## src/rtl/prog_timer_if.sv

```systemverilog
// Handshake bundle between a timer client and prog_timer. The master drives
// the load/run/abort controls, and the timer (slave) returns its status.
interface prog_timer_if #(
    parameter int COUNT_W = 4
) ();
    logic [COUNT_W-1:0] value;
    logic               start;
    logic               abort;
    logic               auto_reload;
    logic               one_hz_enable;
    logic               two_hz_enable;
    logic               busy;
    logic               expired;
    logic               done;
    logic [COUNT_W-1:0] remaining;

    modport master (
        output value, start, abort, auto_reload,
        input  one_hz_enable, two_hz_enable, busy, expired, done, remaining
    );

    modport slave (
        input  value, start, abort, auto_reload,
        output one_hz_enable, two_hz_enable, busy, expired, done, remaining
    );
endinterface

```

## src/rtl/prog_timer.sv

```systemverilog
// Programmable countdown timer with free-running 1 Hz / 2 Hz prescalers.
// Optional macro TIMER_ALIGN_EN: an accepted start also clears both prescalers.
module prog_timer #(
    parameter int ONE_HZ_MAX = 100_000_000,
    parameter int TWO_HZ_MAX = 50_000_000,
    parameter int COUNT_W    = 4
) (
    input  logic        clock,
    input  logic        reset,
    prog_timer_if.slave tmr
);

    localparam int P1_W = (ONE_HZ_MAX > 1) ? $clog2(ONE_HZ_MAX) : 1;
    localparam int P2_W = (TWO_HZ_MAX > 1) ? $clog2(TWO_HZ_MAX) : 1;
    localparam logic [P1_W-1:0] P1_LAST = P1_W'(ONE_HZ_MAX - 1);
    localparam logic [P2_W-1:0] P2_LAST = P2_W'(TWO_HZ_MAX - 1);

    typedef enum logic [1:0] {
        ST_IDLE = 2'd0,
        ST_RUN  = 2'd1,
        ST_DONE = 2'd2
    } state_t;

    state_t             state_q, state_d;
    logic [P1_W-1:0]    pre1_q, pre1_d;
    logic [P2_W-1:0]    pre2_q, pre2_d;
    logic               one_hz_q, one_hz_d;
    logic               two_hz_q, two_hz_d;
    logic [COUNT_W-1:0] remaining_q, remaining_d;
    logic [COUNT_W-1:0] reload_q, reload_d;
    logic               periodic_q, periodic_d;
    logic               done_q, done_d;
    logic               expired_q, expired_d;
    logic               busy_q, busy_d;
    logic               start_acc_s;
    logic               align_clr_s;

    // abort outranks start, so a start in the same cycle as abort is dropped
    assign start_acc_s = tmr.start & ~tmr.abort;

`ifdef TIMER_ALIGN_EN
    assign align_clr_s = start_acc_s;
`else
    assign align_clr_s = 1'b0;
`endif

    // 1 Hz prescaler next state; the enable register is cleared on alignment
    // too, so no stale pulse can land right after an aligned start.
    always_comb begin
        pre1_d   = pre1_q;
        one_hz_d = 1'b0;
        if (align_clr_s) begin
            pre1_d   = {P1_W{1'b0}};
            one_hz_d = 1'b0;
        end else if (pre1_q == P1_LAST) begin
            pre1_d   = {P1_W{1'b0}};
            one_hz_d = 1'b1;
        end else begin
            pre1_d   = pre1_q + P1_W'(1);
            one_hz_d = 1'b0;
        end
    end

    // 2 Hz prescaler next state
    always_comb begin
        pre2_d   = pre2_q;
        two_hz_d = 1'b0;
        if (align_clr_s) begin
            pre2_d   = {P2_W{1'b0}};
            two_hz_d = 1'b0;
        end else if (pre2_q == P2_LAST) begin
            pre2_d   = {P2_W{1'b0}};
            two_hz_d = 1'b1;
        end else begin
            pre2_d   = pre2_q + P2_W'(1);
            two_hz_d = 1'b0;
        end
    end

    // Controller next state: abort, then start, then the 1 Hz tick
    always_comb begin
        state_d     = state_q;
        remaining_d = remaining_q;
        reload_d    = reload_q;
        periodic_d  = periodic_q;
        done_d      = done_q;
        expired_d   = 1'b0;
        if (tmr.abort) begin
            state_d     = ST_IDLE;
            remaining_d = {COUNT_W{1'b0}};
            done_d      = 1'b0;
        end else if (tmr.start) begin
            state_d     = ST_RUN;
            remaining_d = tmr.value;
            reload_d    = tmr.value;
            periodic_d  = tmr.auto_reload;
            done_d      = 1'b0;
        end else begin
            case (state_q)
                ST_RUN: begin
                    if (!one_hz_q) begin
                        state_d = ST_RUN;
                    end else if (remaining_q != {COUNT_W{1'b0}}) begin
                        remaining_d = remaining_q - COUNT_W'(1);
                    end else begin
                        expired_d = 1'b1;
                        if (periodic_q) begin
                            remaining_d = reload_q;
                        end else begin
                            done_d  = 1'b1;
                            state_d = ST_DONE;
                        end
                    end
                end
                ST_IDLE: state_d = ST_IDLE;
                ST_DONE: state_d = ST_DONE;
                default: begin
                    state_d     = ST_IDLE;
                    remaining_d = {COUNT_W{1'b0}};
                    done_d      = 1'b0;
                end
            endcase
        end
        busy_d = (state_d == ST_RUN);
    end

    // State and output registers with synchronous active-low reset
    always_ff @(posedge clock) begin
        if (!reset) begin
            state_q     <= ST_IDLE;
            pre1_q      <= {P1_W{1'b0}};
            pre2_q      <= {P2_W{1'b0}};
            one_hz_q    <= 1'b0;
            two_hz_q    <= 1'b0;
            remaining_q <= {COUNT_W{1'b0}};
            reload_q    <= {COUNT_W{1'b0}};
            periodic_q  <= 1'b0;
            done_q      <= 1'b0;
            expired_q   <= 1'b0;
            busy_q      <= 1'b0;
        end else begin
            state_q     <= state_d;
            pre1_q      <= pre1_d;
            pre2_q      <= pre2_d;
            one_hz_q    <= one_hz_d;
            two_hz_q    <= two_hz_d;
            remaining_q <= remaining_d;
            reload_q    <= reload_d;
            periodic_q  <= periodic_d;
            done_q      <= done_d;
            expired_q   <= expired_d;
            busy_q      <= busy_d;
        end
    end

    assign tmr.one_hz_enable = one_hz_q;
    assign tmr.two_hz_enable = two_hz_q;
    assign tmr.busy          = busy_q;
    assign tmr.expired       = expired_q;
    assign tmr.done          = done_q;
    assign tmr.remaining     = remaining_q;

endmodule
```

## src/flat_wrapper.sv

```systemverilog
// flat-port wrapper written by rule: the top's interface ports become plain ports
module prog_timer_flat 
#(
    parameter int ONE_HZ_MAX = 100_000_000,
    parameter int TWO_HZ_MAX = 50_000_000,
    parameter int COUNT_W    = 4
)
  (clock, reset, tmr_value, tmr_start, tmr_abort, tmr_auto_reload, tmr_one_hz_enable, tmr_two_hz_enable, tmr_busy, tmr_expired, tmr_done, tmr_remaining);
  prog_timer_if #(.COUNT_W(COUNT_W)) tmr_i ();
  input  logic clock;
  input  logic reset;
  input wire logic [$bits(tmr_i.value)-1:0] tmr_value;
  input wire logic [$bits(tmr_i.start)-1:0] tmr_start;
  input wire logic [$bits(tmr_i.abort)-1:0] tmr_abort;
  input wire logic [$bits(tmr_i.auto_reload)-1:0] tmr_auto_reload;
  output wire logic [$bits(tmr_i.one_hz_enable)-1:0] tmr_one_hz_enable;
  output wire logic [$bits(tmr_i.two_hz_enable)-1:0] tmr_two_hz_enable;
  output wire logic [$bits(tmr_i.busy)-1:0] tmr_busy;
  output wire logic [$bits(tmr_i.expired)-1:0] tmr_expired;
  output wire logic [$bits(tmr_i.done)-1:0] tmr_done;
  output wire logic [$bits(tmr_i.remaining)-1:0] tmr_remaining;
  assign tmr_i.value = tmr_value;
  assign tmr_i.start = tmr_start;
  assign tmr_i.abort = tmr_abort;
  assign tmr_i.auto_reload = tmr_auto_reload;
  assign tmr_one_hz_enable = tmr_i.one_hz_enable;
  assign tmr_two_hz_enable = tmr_i.two_hz_enable;
  assign tmr_busy = tmr_i.busy;
  assign tmr_expired = tmr_i.expired;
  assign tmr_done = tmr_i.done;
  assign tmr_remaining = tmr_i.remaining;
  prog_timer #(.ONE_HZ_MAX(ONE_HZ_MAX), .TWO_HZ_MAX(TWO_HZ_MAX), .COUNT_W(COUNT_W)) u_core (.clock(clock), .reset(reset), .tmr(tmr_i));
endmodule
```

## config.mk

```make
export PLATFORM = sky130hd
export DESIGN_NAME = prog_timer_flat
export DESIGN_NICKNAME = d
export VERILOG_FILES = /design/src/rtl/prog_timer_if.sv /design/src/rtl/prog_timer.sv /design/src/flat_wrapper.sv
export SDC_FILE = /design/constraint.sdc
export NUM_CORES = 1
export LEC_CHECK = 0
export ABC_AREA = 1
export BUFFER_PORTS_ARGS = -buffer_cell sky130_fd_sc_hd__clkbuf_2
export CELL_PAD_IN_SITES_DETAIL_PLACEMENT = 1
export CELL_PAD_IN_SITES_GLOBAL_PLACEMENT = 2
export CORE_UTILIZATION = 30
export DETAILED_ROUTE_END_ITERATION = 8
export PLACE_DENSITY = 0.82
export SLEW_MARGIN = 10
export SYNTH_ARGS = -nofsm -noshare
export SYNTH_HDL_FRONTEND = slang
export SYNTH_SLANG_ARGS = --single-unit
```

## constraint.sdc

```tcl
create_clock -name clock -period 1.4 [get_ports clock]
set_clock_uncertainty 0.1 [all_clocks]
set_input_delay 0.14 -clock clock [delete_from_list [all_inputs] [get_ports clock]]
set_output_delay 0.14 -clock clock [all_outputs]
set_load 0.005 [all_outputs]
```

==> flow_metrics.tcl, run 1 <==
set metrics [dict create \
    core_area_mm2 0.0120 \
    hpwl_um 8880 \
    drc 0 \
    wl_per_cell_um 14.6 \
    cts_root_buf "clkbuf_16" \
    setup_viol 45 \
    switching_share 0.236 \
    slowest_delay_ns 0.36 \
    vias 4051 \
    grt_usage 0.197 \
    port-buffer-count 17 \
    crit_family "simple AND/OR/NAND/NOR gates" \
    fill_cells 1490 \
    die-width_um 113 \
    grt_max_degree 13 \
    reg2reg_slack_ns -0.11 \
    vias_per_cell 4.73 \
    grt_pass1_wl_um 19900 \
    ys_types 27 \
    slowest_stage "dfxtp_4" \
    rsz0062_at_grt "yes" \
    cts_buffers 9 \
    crit_arrival_ns 1.63 \
    synth_seq_area_share 0.373 \
    p_leak_nw 2.06 \
    num-nets-final 719 \
    htree_levels 3 \
    dp_slack_ns -0.189 \
    insertion_delay_ns 0.34 \
    synthArstFlopShare 0 \
    clock_path_buffers 2 \
    synth_nets 602 \
    cp_num_buf_inv 3 \
    period_needed_ns 1.51 \
    die_height_um 113 \
    finalHoldViolCount 0 \
    pwr-share-seq 0.415 \
    worstPathRequired_ns 1.52 \
    grt_overflow 0 \
    startpoint_type "flip-flop" \
    critPathKind "reg -> reg" \
    drive_gt1_frac 0.384 \
    synth-seq-cells 69 \
    timing.final.max_slew_violations 0 \
    synth_warnings 0 \
    cts_tree "built" \
    violations "setup timing" \
    ios 18 \
    period_share 1.08 \
    syn_area_mm2 0.00370 \
    hp-class "in -> reg" \
    area_growth_pct 50.7 \
    ir_drop_mv 0.550 \
    critPathCaptureType "flip-flop" \
    p_comb_frac 0.082 \
    power.internal_mw 3.71 \
    antenna_found_initial 0 \
    status "complete, but fails checks" \
    clk_pin_slew_ns 0.06 \
    clockPowerShare 0.503 \
    clock_sinks 69 \
    postRouteAntennaNets 0 \
    fin_util 0.465 \
    routabilityCongestion 0.827 \
    fmax_ghz 0.663 \
    syn_area_per_cell_um2 6.31 \
    synth-edff-count 0 \
    synth-main-ff-cell "dfxtp_1" \
    layout_setup_ws_ns -0.108 \
    cp_cell_sequence "ha_4 > nand2_4 > inv_2 > nand2_2 > nor2_2 > nand3_2 > nand2_4 > buf_12 > buf_12 > nor2_1" \
    firstDrtPassIters 4 \
    crit_fanout 8 \
    die_area_mm2 0.0128 \
    worst_slew_pin_slew_ns 0.515 \
    initialDrtViolationCount 124 \
    timing.slew.headroom 0.655 \
    netlist_instances 587 \
    p_per_area_mw_per_mm2 869 \
    maxCapViolCount 0 \
    p_switching_mw 1.14 \
    diodes 0 \
    grt_pass1_vias 4264 \
    placementRows 40 \
    drt_wl_total_um 12500 \
    initial_core_util 0.308 \
]
-- worst min-delay path: stages --
cell,delay [ns]
clkbuf_2,0.09
o21ai_0,0.08
a21oi_1,0.11
-- power groups by stage --
stage	registers [mW]	logic [mW]	clock network (mW)
2_1_floorplan	2.06	0.156	0
3_3_place_gp	2.06	0.278	0
3_5_place_dp	2.06	0.292	0
4_1_cts	2.02	0.357	2.51
5_1_grt	2.02	0.436	2.59
6_report	2.01	0.397	2.44
-- area by class of cell --
type / count / area, um^2 / share of cell area
Multi-Input combinational cell: 449 / 2500 / 0.448
Sequential cell: 69 / 1430 / 0.256
Timing Repair Buffer: 112 / 906 / 0.162
Clock buffer: 11 / 264 / 0.0473
Inverter: 63 / 244 / 0.0437
Tap cell: 147 / 184 / 0.0329
Clock inverter: 5 / 56.3 / 0.0101
-- flip-flops by register name, summed over array words and instances (netlist names) --
register                  count
u_core.pre1_q                27
u_core.tmr.remaining          4
u_core.tmr.one_hz_enable      1
u_core.periodic_q             1
u_core.state_q                2
u_core.tmr.expired            1
u_core.tmr.busy               1
u_core.tmr.two_hz_enable      1
u_core.tmr.done               1
u_core.reload_q               4
u_core.pre2_q                26
-- routing by layer --
metal / part of all wire / wire [um] / up-vias / GRT usage
li1: - / - / 2054 / -
met1: 0.42 / 5300 / 1949 / 0.226
met2: 0.54 / 6720 / 32 / 0.367
met3: 0.022 / 270 / 16 / 0.0380
met4: 0.018 / 221 / 0 / 0.0588
met5: 0 / 0 / - / 0
-- logic make-up (layout without fill, tap and decap cells) --
logic type | count (synthesis) | in the layout | share of synthesized area
AND/OR/NAND/NOR | 378 | 378 | 0.419
flip-flops | 69 | 69 | 0.373
buffers and inverters | 69 | 191 | 0.0787
AO/OA/AOI/OAI | 46 | 46 | 0.0645
XOR/XNOR | 19 | 19 | 0.0449
adder cells (fa/ha/maj) | 6 | 6 | 0.0203
-- cell usage after synthesis, types with 2 or more instances --
cell | number | area (um^2)
nand2_1 | 174 | 653
nor2_1 | 140 | 526
dfxtp_1 | 69 | 1380
inv_1 | 63 | 236
nand3_1 | 39 | 195
a21oi_1 | 31 | 155
o21ai_0 | 11 | 55.1
xor2_1 | 11 | 96.3
xnor2_1 | 8 | 70.1
ha_1 | 6 | 75.1
nand2_2 | 5 | 31.3
buf_6 | 4 | 45.0
nor2_2 | 4 | 25.0
nand3b_1 | 3 | 22.5
nand4_1 | 3 | 18.8
buf_2 | 2 | 10.0
nor2_4 | 2 | 22.5
nor3_1 | 2 | 10.0
o21bai_1 | 2 | 15.0
-- worst paths after layout --
| kind | start | endpoint | cells after the start |
|---|---|---|---|
| hold / removal | tmr_auto_reload | u_core.periodic_q$_SDFFE_PN0P_ | 3 |
| setup / recovery | u_core.pre2_q[0]$_SDFF_PP0_ | u_core.pre2_q[2]$_SDFF_PP0_ | 10 |
| setup reg to reg | u_core.pre2_q[0]$_SDFF_PP0_ | u_core.pre2_q[2]$_SDFF_PP0_ | 10 |
| hold reg to reg | u_core.reload_q[2]$_SDFFE_PN0P_ | u_core.reload_q[2]$_SDFFE_PN0P_ | 2 |
-- through the flow --
stage | TNS (ns) | hold WS (ns) | instances | power (mW) | instance area, um^2
2_1_floorplan | -0.229 | 0.187 | 587 | 2.21 | 3750
3_3_place_gp | -2.85 | 0.301 | 825 | 2.33 | 4600
3_5_place_dp | -6.02 | 0.303 | 825 | 2.35 | 4600
4_1_cts | -2.69 | 0.0218 | 853 | 4.88 | 5240
5_1_grt | -6.90 | 0.0414 | 856 | 5.04 | 5580
6_report | -3.15 | 0.0240 | 856 | 4.85 | 5580
-- cells in the final DEF (no fill, tap or decap), types with 2 or more instances in the layout --
cell           Yosys  layout
dfxtp_4            0       6
a21oi_2            0      15
o21bai_1           2       2
nand2_2            5      17
inv_1             63      55
xor2_1            11      11
inv_2              0       5
o21ai_0           11       8
dfxtp_1           69      42
nand3_1           39      31
nor3_1             2       2
ha_4               0       6
xnor2_1            8       7
buf_6              4       8
o21ai_2            0       2
nor2_1           140      92
dfxtp_2            0      21
clkbuf_16          0      10
a21oi_1           31      15
nor2_2             4      40
buf_12             0       5
dlygate4sd3_1      0       3
inv_4              0       3
nand3b_1           3       3
nand2_4            1       6
nand4_1            3       3
clkbuf_2           0      17
nand2_1          174     157
nand3_4            0       3
nand3_2            1       6
buf_4              0      78
nor2_4             2      14
clkinv_2           0       2
-- repair_timing --
action,in CTS,in global routing
resized for setup,55,115
endpoints found under the hold margin,3,0
pin swaps,16,30
hold buffers,3,0
endpoints found under the setup margin,59,60
buffers inserted,8,4
cloned,1,0
Power figures use the tool's default switching activity.
==> run 2, diff against run 1 <==
PLACE_DENSITY = default   (was 0.82)
PLACE_DENSITY_LB_ADDON = 0.25   (was default)
==> flow_metrics.tcl, run 2 (synthesis gave the netlist of run 1 again) <==
set metrics [dict create \
    drt_wl_total_um 12100 \
    clock_path_buffers 2 \
    top_regs "u_core.pre1_q: 27 flops, u_core.pre2_q: 26 flops" \
    rsz0062_at_grt "yes" \
    clock_sinks 69 \
    grt_max_degree 16 \
    maxCapViolCount 0 \
    timing.rr.end "u_core.pre1_q[14]$_SDFF_PP0_" \
    crit_path_end "u_core.pre1_q[14]$_SDFF_PP0_" \
    initialDrtViolationCount 102 \
    worst_slew_pin_slew_ns 0.418 \
    setup_viol 49 \
    vias_per_cell 4.73 \
    die_height_um 113 \
    period_needed_ns 1.46 \
    placementRows 40 \
    clk_pin_slew_ns 0.06 \
    hp-class "in -> reg" \
    multi_input_area_mm2 0.00269 \
    antenna_found_initial 0 \
    drc 0 \
    status "complete, but fails checks" \
    grt_overflow 0 \
    cts_root_buf "clkbuf_16" \
    ios 18 \
    area_growth_pct 54.2 \
    port-buffer-count 17 \
    seqCellArea_mm2 0.00143 \
    grt_pass1_wl_um 19400 \
    ir_drop_mv 0.553 \
    crit_arrival_ns 1.58 \
    final_common_cell "nand2_1" \
    fin_total_pwr_mw 4.80 \
    startpoint_type "flip-flop" \
    vias 4017 \
    initial_core_util 0.308 \
    firstDrtPassIters 4 \
    critPathKind "reg -> reg" \
    cts_buffers 9 \
    routabilityCongestion 0.832 \
    num-nets-final 713 \
    drive_gt1_frac 0.420 \
    cts_tree "built" \
    fmax_ghz 0.684 \
    die-width_um 113 \
    finalHoldViolCount 0 \
    placed_area_mm2 0.00452 \
    largest-register "u_core.pre1_q" \
    timing.slew.headroom 0.720 \
    crit_start "u_core.pre1_q[0]$_SDFF_PP0_" \
    cp_cell_sequence "ha_4 > nand2_4 > nor2_4 > nand2_4 > nor2_4 > nand2_2 > nand2_4 > clkbuf_16 > a21oi_1" \
    grt_pass1_vias 4277 \
    htree_levels 3 \
    reg2reg_slack_ns -0.06 \
    worst_path_most_repeated_cell "nand2_4" \
    slowest_stage "dfxtp_4" \
    worst_hold_slack_ns 0.0195 \
    fill_cells 1493 \
    p_per_area_mw_per_mm2 840 \
    hpwl_um 8820 \
    dp_slack_ns -0.146 \
    setup_tns_ns -1.21 \
    period_share 1.04 \
    wl_per_cell_um 14.2 \
    fin_area_mm2 0.00571 \
    crit_fanout 7 \
    largest_reg_flops 27 \
    insertion_delay_ns 0.34 \
    worstPathRequired_ns 1.52 \
    critPathCaptureType "flip-flop" \
    postRouteAntennaNets 0 \
    p_leak_nw 2.08 \
    final_cell_mix "nand2_1, nor2_1, buf_4" \
    die_area_mm2 0.0128 \
    violations "setup timing" \
    diodes 0 \
    r2r-start "u_core.pre1_q[0]$_SDFF_PP0_" \
    reg2regPathDepth 9 \
    slowest_delay_ns 0.36 \
    timing.final.max_slew_violations 0 \
    grt_usage 0.192 \
    core_area_mm2 0.0120 \
    layout_setup_ws_ns -0.0621 \
]
## run 2: changes by cell type in the layout (fill, tap and decap cells not counted), sizes merged
cell and delta:
clkbuf +1, dlygate4sd3 +1, buf -8
## run 2: stage by stage
step / util / instances
after global routing: 0.476 / 850
after floorplan: - / 587
final: 0.476 / 850
after detailed placement: 0.376 / 816
after CTS: 0.426 / 843
after global placement: 0.376 / 816
## run 2: worst min-delay path by stage
stage                       startpoint                               to  slack (ns)  depth (start not counted)
after detailed placement  tmr_value[2]  u_core.reload_q[2]$_SDFFE_PN0P_        0.30                          3
after global routing         tmr_abort    u_core.tmr.expired$_SDFF_PP0_        0.05                          4
final                     tmr_value[3]  u_core.reload_q[3]$_SDFFE_PN0P_        0.02                          3
after floorplan           tmr_value[0]  u_core.reload_q[0]$_SDFFE_PN0P_        0.19                          2
after global placement    tmr_value[2]  u_core.reload_q[2]$_SDFFE_PN0P_        0.30                          3
after CTS                 tmr_value[3]  u_core.reload_q[3]$_SDFFE_PN0P_        0.01                          3
## run 2: critical path: cells and delay by family, from the launching register on
family / cells / cell delay [ns]
AO/OA/AOI/OAI: 1 / 0.05
adder cells (fa/ha/maj): 1 / 0.15
buffers and inverters: 1 / 0.17
flip-flops: 1 / 0.36
AND/OR/NAND/NOR: 6 / 0.53
## run 2: area by class of cell
| cell class | instances | share of cell area |
|---|---|---|
| clock inverter | 5 | 0.0105 |
| inverter | 63 | 0.0427 |
| multi-input combinational | 449 | 0.470 |
| sequential | 69 | 0.250 |
| clock buffer | 11 | 0.0425 |
| timing repair buffer | 106 | 0.151 |
| tap | 147 | 0.0322 |
## run 2: power breakdown
group	leakage (nW)	switching [mW]	internal, mW
Combinational	1.36	0.222	0.195
Clock	0.146	0.931	1.43
Sequential	0.574	0.0254	1.99
Total	2.08	1.18	3.62
## run 2: routing by layer
layer / vias up / wire, um / global-route usage
met1: 1929 / 5120 / 0.213
met2: 29 / 6530 / 0.362
li1: 2040 / - / -
met5: - / 0 / 0
met3: 19 / 189 / 0.0295
met4: 0 / 248 / 0.0825
## run 2: what timing repair did
action | CTS | global route
gates cloned | 0 | 1
setup buffers | 8 | 6
setup endpoints to repair | 61 | 60
pin swaps | 16 | 38
hold buffers | 4 | 0
gates resized for setup | 59 | 163
hold endpoints to repair | 4 | 0
==> run 3, diff against run 2 <==
CORE_MARGIN = 2   (was default)
GPL_TIMING_DRIVEN = 0   (was default)
==> flow_metrics.tcl, run 3 (synthesis gave the netlist of run 1 again) <==
set metrics [dict create \
    status "complete, but fails checks" \
    violations "setup timing" \
    vias 3797 \
    ir_drop_mv 0.392 \
    critPathKind "reg -> reg" \
    dp_cells 749 \
    crit_fanout 7 \
    area_growth_pct 40.8 \
    cts_tree "built" \
    die_area_mm2 0.0133 \
    ios 18 \
    routabilityCongestion 0.841 \
    largest-register "u_core.pre1_q" \
    crit_path_end "u_core.pre1_q[6]$_SDFF_PP0_" \
    cts_buffers 9 \
    crit_start "u_core.pre1_q[1]$_SDFF_PP0_" \
    timing.slew.headroom 0.697 \
    cts_root_buf "clkbuf_16" \
    period_share 1.08 \
    htree_levels 3 \
    grt_max_degree 13 \
    clock_path_buffers 2 \
    seqCellArea_mm2 0.00143 \
    worstPathRequired_ns 1.53 \
    finalHoldViolCount 0 \
    timing.rr.end "u_core.pre1_q[6]$_SDFF_PP0_" \
    top_regs "u_core.pre1_q: 27 flops, u_core.pre2_q: 26 flops" \
    die-width_um 115 \
    maxCapViolCount 0 \
    grt_overflow 0 \
    final_cell_mix "nand2_1, nor2_1, inv_1" \
    firstDrtPassIters 4 \
    layout_setup_ws_ns -0.110 \
    grt_usage 0.184 \
    antenna_found_initial 0 \
    hp-class "in -> reg" \
    dp_slack_ns -0.293 \
    final_common_cell "nand2_1" \
    timing.final.max_slew_violations 0 \
    reg2regPathDepth 10 \
    initial_core_util 0.308 \
    clk_pin_slew_ns 0.06 \
    postRouteAntennaNets 0 \
    multi_input_area_mm2 0.00252 \
    hpwl_um 8000 \
    setup_viol 43 \
    r2r-start "u_core.pre1_q[1]$_SDFF_PP0_" \
    placementRows 40 \
    initialDrtViolationCount 89 \
    largest_reg_flops 27 \
    grt_pass1_wl_um 18900 \
    fmax_ghz 0.662 \
    fill_cells 1529 \
    num-nets-final 662 \
    port-buffer-count 15 \
    period_needed_ns 1.51 \
    drt_wl_total_um 11500 \
    rsz0062_at_grt "yes" \
    worst_slew_pin_slew_ns 0.453 \
    p_leak_nw 1.83 \
    vias_per_cell 4.75 \
    worst_hold_slack_ns 0.00535 \
    wl_per_cell_um 14.4 \
    startpoint_type "flip-flop" \
    grt_pass1_vias 3913 \
    core_area_mm2 0.0120 \
    drc 0 \
    crit_arrival_ns 1.64 \
    instances_no_fill 799 \
    drive_gt1_frac 0.339 \
    reg2reg_slack_ns -0.11 \
    critPathCaptureType "flip-flop" \
    p_per_area_mw_per_mm2 911 \
    clock_sinks 69 \
    insertion_delay_ns 0.34 \
    diodes 0 \
    die_height_um 115 \
]
run 3: final cells by class:
cell class              count  area share
plain buffers               5      0.0125
clock inverters             6      0.0118
well taps                 147      0.0353
flip-flops and latches     69       0.275
repair buffers             50      0.0895
inverters                  63      0.0477
multi-input cells         449       0.483
clock buffers              10      0.0458
run 3: worst min path at each step:
stage / startpoint / to / slack, ns / cells after the start
4_1_cts: tmr_auto_reload / u_core.periodic_q$_SDFFE_PN0P_ / 0.003 / 3
3_3_place_gp: u_core.pre2_q[0]$_SDFF_PP0_ / u_core.pre2_q[0]$_SDFF_PP0_ / 0.30 / 1
2_1_floorplan: tmr_value[0] / u_core.reload_q[0]$_SDFFE_PN0P_ / 0.19 / 2
5_1_grt: tmr_auto_reload / u_core.periodic_q$_SDFFE_PN0P_ / 0.04 / 3
6_report: tmr_value[3] / u_core.reload_q[3]$_SDFFE_PN0P_ / 0.005 / 3
3_5_place_dp: tmr_value[1] / u_core.reload_q[1]$_SDFFE_PN0P_ / 0.31 / 3
run 3: where the power goes:
group          internal (mW)  switching, mW
Clock                   1.42          0.912
Combinational          0.192          0.207
Sequential              1.99         0.0279
run 3: worst max-delay path: stages (launching register included):
cell       delay (ns)
dfxtp_2          0.35
ha_4             0.15
nand2_4          0.05
nor2_4           0.12
nand2_4          0.10
nor2_4           0.09
nand2_2          0.06
nand2_4          0.07
buf_12           0.14
clkbuf_16        0.15
nor2_2           0.03
run 3: per-layer routing:
metal / up-vias / GRT usage / share of wire
met5: - / 0 / 0
met4: 0 / 0.0530 / 0.011
met3: 10 / 0.0395 / 0.023
met2: 30 / 0.335 / 0.52
met1: 1811 / 0.217 / 0.45
li1: 1946 / - / -
run 3: timing repair:
item	CTS	global route
endpoints found under the setup margin	61	59
endpoints found under the hold margin	3	0
gates resized for setup	77	110
hold buffers	3	0
pin swaps	13	16
gates cloned	3	1
buffers inserted	18	10
run 3: per-stage QoR:
stage	area, um^2	util	power, mW	TNS, ns
floorplan	3750	-	2.21	-0.229
global placement	4010	0.334	2.28	-12.42
detailed placement	4010	0.334	2.29	-12.82
CTS	4830	0.402	4.78	-4.87
global route	5220	0.434	4.96	-7.83
finish	5220	0.434	4.75	-3.55
